## config.mk

```make
export PLATFORM = sky130hd
export DESIGN_NAME = psum_deskew_collector
export DESIGN_NICKNAME = d
export VERILOG_FILES = /design/src/rtl/psum_deskew_collector.sv
export SDC_FILE = /design/constraint.sdc
export NUM_CORES = 1
export LEC_CHECK = 0
export ABC_AREA = 1
export CAP_MARGIN = 30
export CORE_MARGIN = 3
export CORE_UTILIZATION = 28
export DETAILED_ROUTE_END_ITERATION = 12
export PLACE_DENSITY = 0.41
export SYNTH_ARGS = -nofsm -noshare
export SYNTH_HDL_FRONTEND = slang
export SYNTH_SLANG_ARGS = --single-unit
```

## constraint.sdc

```tcl
create_clock -name clk -period 9.6 [get_ports clk]
set_input_delay 1.92 -clock clk [delete_from_list [all_inputs] [get_ports clk]]
set_output_delay 1.92 -clock clk [all_outputs]
set_load 0.03 [all_outputs]
```

## src/rtl/psum_deskew_collector.sv

```systemverilog
// rtl/psum_deskew_collector.sv - per-column psum FIFOs that re-align skewed
// systolic array outputs into complete rows behind a valid/ready handshake.
module psum_deskew_collector #(
  parameter int psum_bw = 16,
  parameter int col     = 8,
  parameter int depth   = 8
) (
  input  logic                         clk,
  input  logic                         reset,
  input  logic                         clr,
  input  logic [psum_bw*col-1:0]       in_s,
  input  logic [col-1:0]               valid_in,
  output logic [psum_bw*col-1:0]       out_data,
  output logic                         out_valid,
  input  logic                         out_ready,
  output logic [col-1:0]               col_full,
  output logic [$clog2(depth+1)-1:0]   rows_avail,
  output logic                         overflow
);

  localparam int CW = $clog2(depth + 1);
  localparam int PW = $clog2(depth);
  localparam logic [CW-1:0] FULL_C = CW'(depth);

  logic [psum_bw-1:0] mem_q [col][depth];
  logic [PW-1:0]      wr_ptr_q [col];
  logic [PW-1:0]      wr_ptr_d [col];
  logic [PW-1:0]      rd_ptr_q [col];
  logic [PW-1:0]      rd_ptr_d [col];
  logic [CW-1:0]      count_q  [col];
  logic [CW-1:0]      count_d  [col];
  logic               overflow_q;
  logic               overflow_d;
  logic               pop;
  logic [col-1:0]     wr_en;
  logic [col-1:0]     drop;
  logic [CW-1:0]      rows_min;

  // A row exists only when every column has at least one entry.
  always_comb begin
    out_valid = 1'b1;
    rows_min  = count_q[0];
    col_full  = '0;
    for (int j = 0; j < col; j++) begin
      if (count_q[j] == '0) out_valid = 1'b0;
      if (count_q[j] < rows_min) rows_min = count_q[j];
      col_full[j] = (count_q[j] == FULL_C);
    end
  end

  assign rows_avail = rows_min;
  assign pop        = out_valid & out_ready;
  assign overflow   = overflow_q;

  always_comb begin
    overflow_d = overflow_q;
    wr_en      = '0;
    drop       = '0;
    for (int j = 0; j < col; j++) begin
      // A full column can still take a write when a pop frees its head slot.
      wr_en[j]    = valid_in[j] & ((count_q[j] != FULL_C) | pop) & ~clr;
      drop[j]     = valid_in[j] & (count_q[j] == FULL_C) & ~pop;
      wr_ptr_d[j] = wr_en[j] ? wr_ptr_q[j] + PW'(1) : wr_ptr_q[j];
      rd_ptr_d[j] = pop ? rd_ptr_q[j] + PW'(1) : rd_ptr_q[j];
      count_d[j]  = count_q[j];
      if (wr_en[j] && !pop) count_d[j] = count_q[j] + CW'(1);
      if (!wr_en[j] && pop) count_d[j] = count_q[j] - CW'(1);
      if (clr) begin
        wr_ptr_d[j] = '0;
        rd_ptr_d[j] = '0;
        count_d[j]  = '0;
      end
    end
    if (|drop) overflow_d = 1'b1;
    if (clr) overflow_d = 1'b0;
  end

  always_ff @(posedge clk or negedge reset) begin
    if (!reset) begin
      overflow_q <= 1'b0;
      for (int j = 0; j < col; j++) begin
        wr_ptr_q[j] <= '0;
        rd_ptr_q[j] <= '0;
        count_q[j]  <= '0;
      end
    end else begin
      overflow_q <= overflow_d;
      for (int j = 0; j < col; j++) begin
        wr_ptr_q[j] <= wr_ptr_d[j];
        rd_ptr_q[j] <= rd_ptr_d[j];
        count_q[j]  <= count_d[j];
      end
    end
  end

  always_ff @(posedge clk) begin
    for (int j = 0; j < col; j++) begin
      if (wr_en[j]) mem_q[j][wr_ptr_q[j]] <= in_s[j*psum_bw +: psum_bw];
    end
  end

  always_comb begin
    out_data = '0;
    for (int j = 0; j < col; j++) begin
      if (out_valid) out_data[j*psum_bw +: psum_bw] = mem_q[j][rd_ptr_q[j]];
    end
  end

endmodule
```

==> flow_summary.ini, run 1 <==
[cts]
cts_hold_repair.buffers = 0
cts_root_buf = clkbuf_16
clk_pin_slew_worst_paths_ns = 0.06
cts.htree.levels = 4
clock_path_buffers = 3
clk-insertion-delay-late_ns = 0.73
clock_sink_count = 1105
cts_tree = done
cts_buffers = 134

[global_route]
grt_start_max_net_pins = 67
antenna_found_initial = 10
global_route_wire_length_before_repair_microns = 191500
grt_overflow = 0
number_of_global_route_vias_before_repair = 29008
global_route.usage.total_pct = 15.02

[drt]
vias = 29117
met2_length_microns = 59400
met3_length_microns = 5211
wirelength_met1_microns = 60620
totalWireLength_microns = 127900
top_layer_used = met5
drtIter0Drc = 1596
route.detailed.drc = 0
wl_per_cell_microns = 20.79
dr.pass1.iters = 5
detail_route.vias_per_cell = 4.735
route.antenna.remaining_nets = 0

[floorplan]
floorplan.initialDensity_pct = 28.25
die-width_microns = 409.0
die_height_microns = 409.0
num_rows = 147
dieArea_sq_um = 167300
core_area_sq_um = 160900
pin_count = 282

[place]
dp_hpwl_microns = 72810
placed_cells = 5897
dpl_cell_area_sq_um = 51070
pre_cts_slack_ns = 0.4928
globalplace.congestion = 0.7341
placement.io_buffers = 281

[synth]
syn_area_per_cell_sq_um = 12.71
async_reset_ff_share_pct = 7.330
count_of_different_cell_masters_after_synthesis = 34
synthesis.area_sq_um = 45470
synth_fp_nets = 3780
synthesis.instances = 3576
ys_dominant_reg_cell = edfxtp_1
register_bit_total_from_synthesis = 1105
ys.warnings.count = 0
synth_seq_area_share_pct = 72.09
count_of_flip_flops_with_a_built_in_enable_after_synthesis = 1024

[run]
drv.max_cap_violation_count = 0

[power_and_ir_drop]
max-vdd-ir-drop_uv = 346.8
clkPwrFrac_pct = 42.9
pwr-share-comb_pct = 10.3
power_density_nw_per_um2 = 207.8
swShare_pct = 24.30
share_seq_of_total_power_pct = 46.8
switchingPower_mw = 2.798
power_leakage_nw = 19.73
total_power_mw = 11.51
intPower_mw = 8.714

[sta]
worst_slew_pin_slew_ns = 0.9310
finalCriticalPeriod_ns = 8.903
timing.final.hold_violations = 0
setup_violations = 0
setup_ws_ns = 0.6975
final_hold_slack_ns = 0.5891
maxSlewHeadroom_pct = 37.93
period_share_pct = 92.73
max_freq_ghz = 0.1123
slew_violations = 0
clock-skew-final_ns = 0.02064
setup_total_negative_slack_ns = 0

[worst_setup_path]
arrival_time_at_the_worst_endpoint_ns = 6.98
cp-start-kind = flip-flop
cp-startpoint = count_q[31]
crit_path_frequent_cell = nand2_1
cpPeakStageDelay_ns = 0.42
regToRegSetupSlack_ns = 5.55
critical_path.slowest_cell = dfrtp_1
worstRegToRegCells = 12
worst_ep_required_time_ns = 7.68
timing.critical_path.fanout_max = 6
critPathKind = flip-flop to output port
r2r-end = mem_q[0][84]
r2r_start = count_q[25]
setup.worst_path.end = rows_avail[3]
worst_setup_path_end_kind = output port

[cells_and_area]
post-route-util_pct = 34.42
final_layout_size_suffix_gt1_share_pct = 9.598
most_frequent_cells_in_the_layout = edfxtp_1 (1024), nand2_1 (792), a21oi_1 (419)
layout.cell_area.non_filler_sq_um = 55400
area.sequential_sq_um = 32790
multi_input_comb_area_sq_um = 11480
fillerInstances = 15837
layoutNonFillerInstCount = 6149
final_nets = 4081
area_growth_syn_to_layout_pct = 21.84
layout_commonest_cell = edfxtp_1

[worst_hold_path]
holdCritPathClass = flip-flop to flip-flop

[status]
run_status = complete, no violations
[worst min-delay path by stage]
stage,start,cells past startpoint,to
after floorplan,count_q[6],2,count_q[6]
after global placement,overflow,2,overflow
after detailed placement,wr_ptr_q[15],2,wr_ptr_q[15]
after CTS,wr_ptr_q[15],2,wr_ptr_q[15]
after global routing,wr_ptr_q[15],2,wr_ptr_q[15]
final,wr_ptr_q[18],2,wr_ptr_q[18]
[layout make-up]
cell class,count,area share (%)
repair buffers,392,6.586
inverters,131,0.8966
well taps,2160,4.878
clock buffers,186,6.613
clock inverters,53,1.089
multi-input cells,2113,20.72
diodes,9,0.04065
flip-flops and latches,1105,59.18
[metal layers]
metal	up-vias	GRT usage (%)
met1	14632	20.62
met2	493	24.15
met3	174	3.204
met5	-	0
met4	2	3.800
li1	13816	-
[power groups by stage]
stage	logic, mW	clock network, mW	registers [mW]
2_1_floorplan	0.774	0	5.48
3_3_place_gp	1.19	0	5.49
3_5_place_dp	1.20	0	5.49
4_1_cts	1.18	5.11	5.39
5_1_grt	1.34	5.30	5.40
6_report	1.18	4.93	5.39
[timing repair]
item	in CTS	in global routing
resized for setup	8	19
setup endpoints to repair	4	4
setup buffers	0	4
hold endpoints to repair	0	0
[flip-flops by register name (all words and copies together), names as in the netlist]
| register | cells |
|---|---|
| wr_ptr_q | 24 |
| count_q | 32 |
| rd_ptr_q | 24 |
| mem_q | 1024 |
| overflow | 1 |
[synthesized netlist by cell type, types with 2 or more instances]
library cell	instances	share of area, %
nand2_4	4	0.099
nand2_2	15	0.21
inv_1	127	1.0
o22ai_1	20	0.28
o32ai_1	2	0.039
nor3_1	10	0.11
and3_1	8	0.11
a21oi_1	422	4.6
xor2_1	20	0.39
inv_2	3	0.025
o21ai_0	57	0.63
buf_1	36	0.30
nand3_1	63	0.69
a41oi_1	2	0.039
nor2_1	230	1.9
a32o_1	128	2.8
dfrtp_1	81	4.5
nor4_1	3	0.041
a22oi_1	128	2.1
fa_1	8	0.35
nand2_1	793	6.5
xnor2_1	4	0.077
clkbuf_1	191	1.6
o21a_1	6	0.099
ha_1	56	1.5
a211oi_1	128	2.1
edfxtp_1	1024	68
[critical path, delay by kind of cell (launching register included)]
kind | cells | cell delay, ns
flip-flops | 1 | 0.42
adder cells (fa/ha/maj) | 7 | 1.80
buffers and inverters | 8 | 0.67
AND/OR/NAND/NOR | 26 | 1.87
AO/OA/AOI/OAI | 9 | 1.50
[cell families (layout without fill, tap and decap cells)]
family / count (synthesis) / count (layout) / share of synthesized area [%]
AOI/OAI and AO/OA: 896 / 896 / 12.84
buffers and inverters: 358 / 762 / 2.956
xor gates and xnor gates: 24 / 24 / 0.4623
adders and majority gates: 64 / 64 / 1.893
other: 0 / 9 / 0
DFF: 1105 / 1105 / 72.09
and+or+nand+nor: 1129 / 1129 / 9.758
(Power assumes the default switching activity.)
==> run 2, diff against run 1 <==
CTS_BUF_LIST = sky130_fd_sc_hd__clkbuf_4 sky130_fd_sc_hd__clkbuf_8 sky130_fd_sc_hd__clkbuf_16   (was not set)
==> flow_summary.ini, run 2 (synthesis gave the netlist of run 1 again) <==
[status]
run_status = complete, no violations

[cells_and_area]
most_frequent_cells_in_the_layout = edfxtp_1 (1024), nand2_1 (792), a21oi_1 (419)
area.sequential_sq_um = 32790
multi_input_comb_area_sq_um = 11480
final_nets = 4081
fillerInstances = 15822
area_growth_syn_to_layout_pct = 22.23
final_layout_size_suffix_gt1_share_pct = 10.73
layout_commonest_cell = edfxtp_1
largest_register_ff_count = 1024
layoutNonFillerInstCount = 6151

[global_route]
global_route_wire_length_before_repair_microns = 191400
global_route.usage.total_pct = 15.01
grt_start_max_net_pins = 67
number_of_global_route_vias_before_repair = 28975
antenna_found_initial = 10
grt_overflow = 0

[worst_setup_path]
critical_path.top_delay_family = simple AND/OR/NAND/NOR gates
arrival_time_at_the_worst_endpoint_ns = 6.98
regToRegSetupSlack_ns = 5.59
worstRegToRegCells = 12
r2r_start = count_q[25]
cpPeakStageDelay_ns = 0.42
critPathKind = flip-flop to output port
worst_ep_required_time_ns = 7.68
worstPathBufferInverterCount = 8
cp-start-kind = flip-flop
r2r-end = mem_q[0][84]
crit_path_frequent_cell = nand2_1
timing.critical_path.fanout_max = 6
worst_setup_path_end_kind = output port
critical_path.slowest_cell = dfrtp_1

[sta]
final_hold_slack_ns = 0.5862
max_freq_ghz = 0.1124
worst_slew_pin_slew_ns = 0.9292
finalCriticalPeriod_ns = 8.899
timing.final.hold_violations = 0
setup_violations = 0
period_share_pct = 92.70
slew_violations = 0
maxSlewHeadroom_pct = 38.06
setup_total_negative_slack_ns = 0
clock-skew-final_ns = 0.02136

[worst_hold_path]
hold_path.startpoint = wr_ptr_q[15]
holdCritPathClass = flip-flop to flip-flop
worst_hold_path.endpoint = wr_ptr_q[15]
whs_path_depth = 2

[drt]
dr.pass1.iters = 5
vias = 29070
drtIter0Drc = 1580
totalWireLength_microns = 127500
wl_per_cell_microns = 20.73
detail_route.vias_per_cell = 4.726
route.antenna.remaining_nets = 0
route.detailed.drc = 0

[place]
placed_cells = 5897
dp_hpwl_microns = 72810
placement.io_buffers = 281
globalplace.congestion = 0.7341

[floorplan]
dieArea_sq_um = 167300
core_area_sq_um = 160900
die-width_microns = 409.0
num_rows = 147
floorplan.initialDensity_pct = 28.25
die_height_microns = 409.0
pin_count = 282

[power_and_ir_drop]
power_density_nw_per_um2 = 209.3
max-vdd-ir-drop_uv = 385.1
power_leakage_nw = 19.88

[cts]
cts_hold_repair.buffers = 0
clk_pin_slew_worst_paths_ns = 0.05
cts.htree.levels = 4
cts_root_buf = clkbuf_16
clock_path_buffers = 3
clock_sink_count = 1105
clk-insertion-delay-late_ns = 0.73
cts_buffers = 134
cts_tree = done

[run]
drv.max_cap_violation_count = 0
## run 2: cell count changes in the layout (fill, tap and decap cells not counted)
cell	change
diode_2	+2
clkbuf_1	-45
clkbuf_2	+1
clkbuf_4	+45
buf_2	-1
## run 2: layout make-up
cell class	instances	area share, %
flip-flops and latches	1105	59.00
diodes	11	0.04953
clock buffers	186	6.896
multi-input cells	2113	20.65
repair buffers	392	6.565
inverters	131	0.8938
well taps	2160	4.863
clock inverters	53	1.085
## run 2: how the worst max path moves through the flow
stage / cells after the start / startpoint / slack, ns / endpoint
global route: 56 / count_q[31] / -0.003 / rows_avail[1]
detailed placement: 42 / count_q[31] / 0.49 / rows_avail[3]
global placement: 44 / count_q[29] / 0.61 / rows_avail[3]
CTS: 50 / count_q[31] / 0.17 / rows_avail[1]
finish: 50 / count_q[31] / 0.70 / rows_avail[3]
floorplan: 36 / count_q[31] / 1.67 / rows_avail[3]
## run 2: timing repair
item	in CTS	in global routing
buffers inserted	0	4
gates resized for setup	8	18
setup endpoints to repair	4	4
## run 2: tightest hold or removal path: stages (launching register included)
cell and delay, ns:
dfrtp_1 0.39, inv_1 0.07, o21ai_0 0.08
## run 2: metal layers
metal  routed length (microns)  up-vias  track usage, %
met1                     60250    14590           20.62
met5                        13        -               0
met2                     59430      497           24.12
met3                      5239      173           3.204
li1                          -    13808               -
met4                      2591        2           3.794
## run 2: report_power, final
group	switching (mW)	internal [mW]	total, mW
Combinational	0.784	0.397	1.18
Clock	1.97	3.09	5.06
Sequential	0.0387	5.35	5.39
## run 2: metrics by stage
stage          total power, mW  cell area (sq um)  worst slack, ns  utilization [%]
6_report                 11.63              55570           0.7008            34.53
5_1_grt                  12.16              55550        -0.003454            34.51
4_1_cts                  11.81              55510           0.1670            34.49
3_5_place_dp             6.689              51070           0.4928            31.73
3_3_place_gp             6.678              51030           0.6086            31.71
2_1_floorplan            6.256              45470            1.665                -
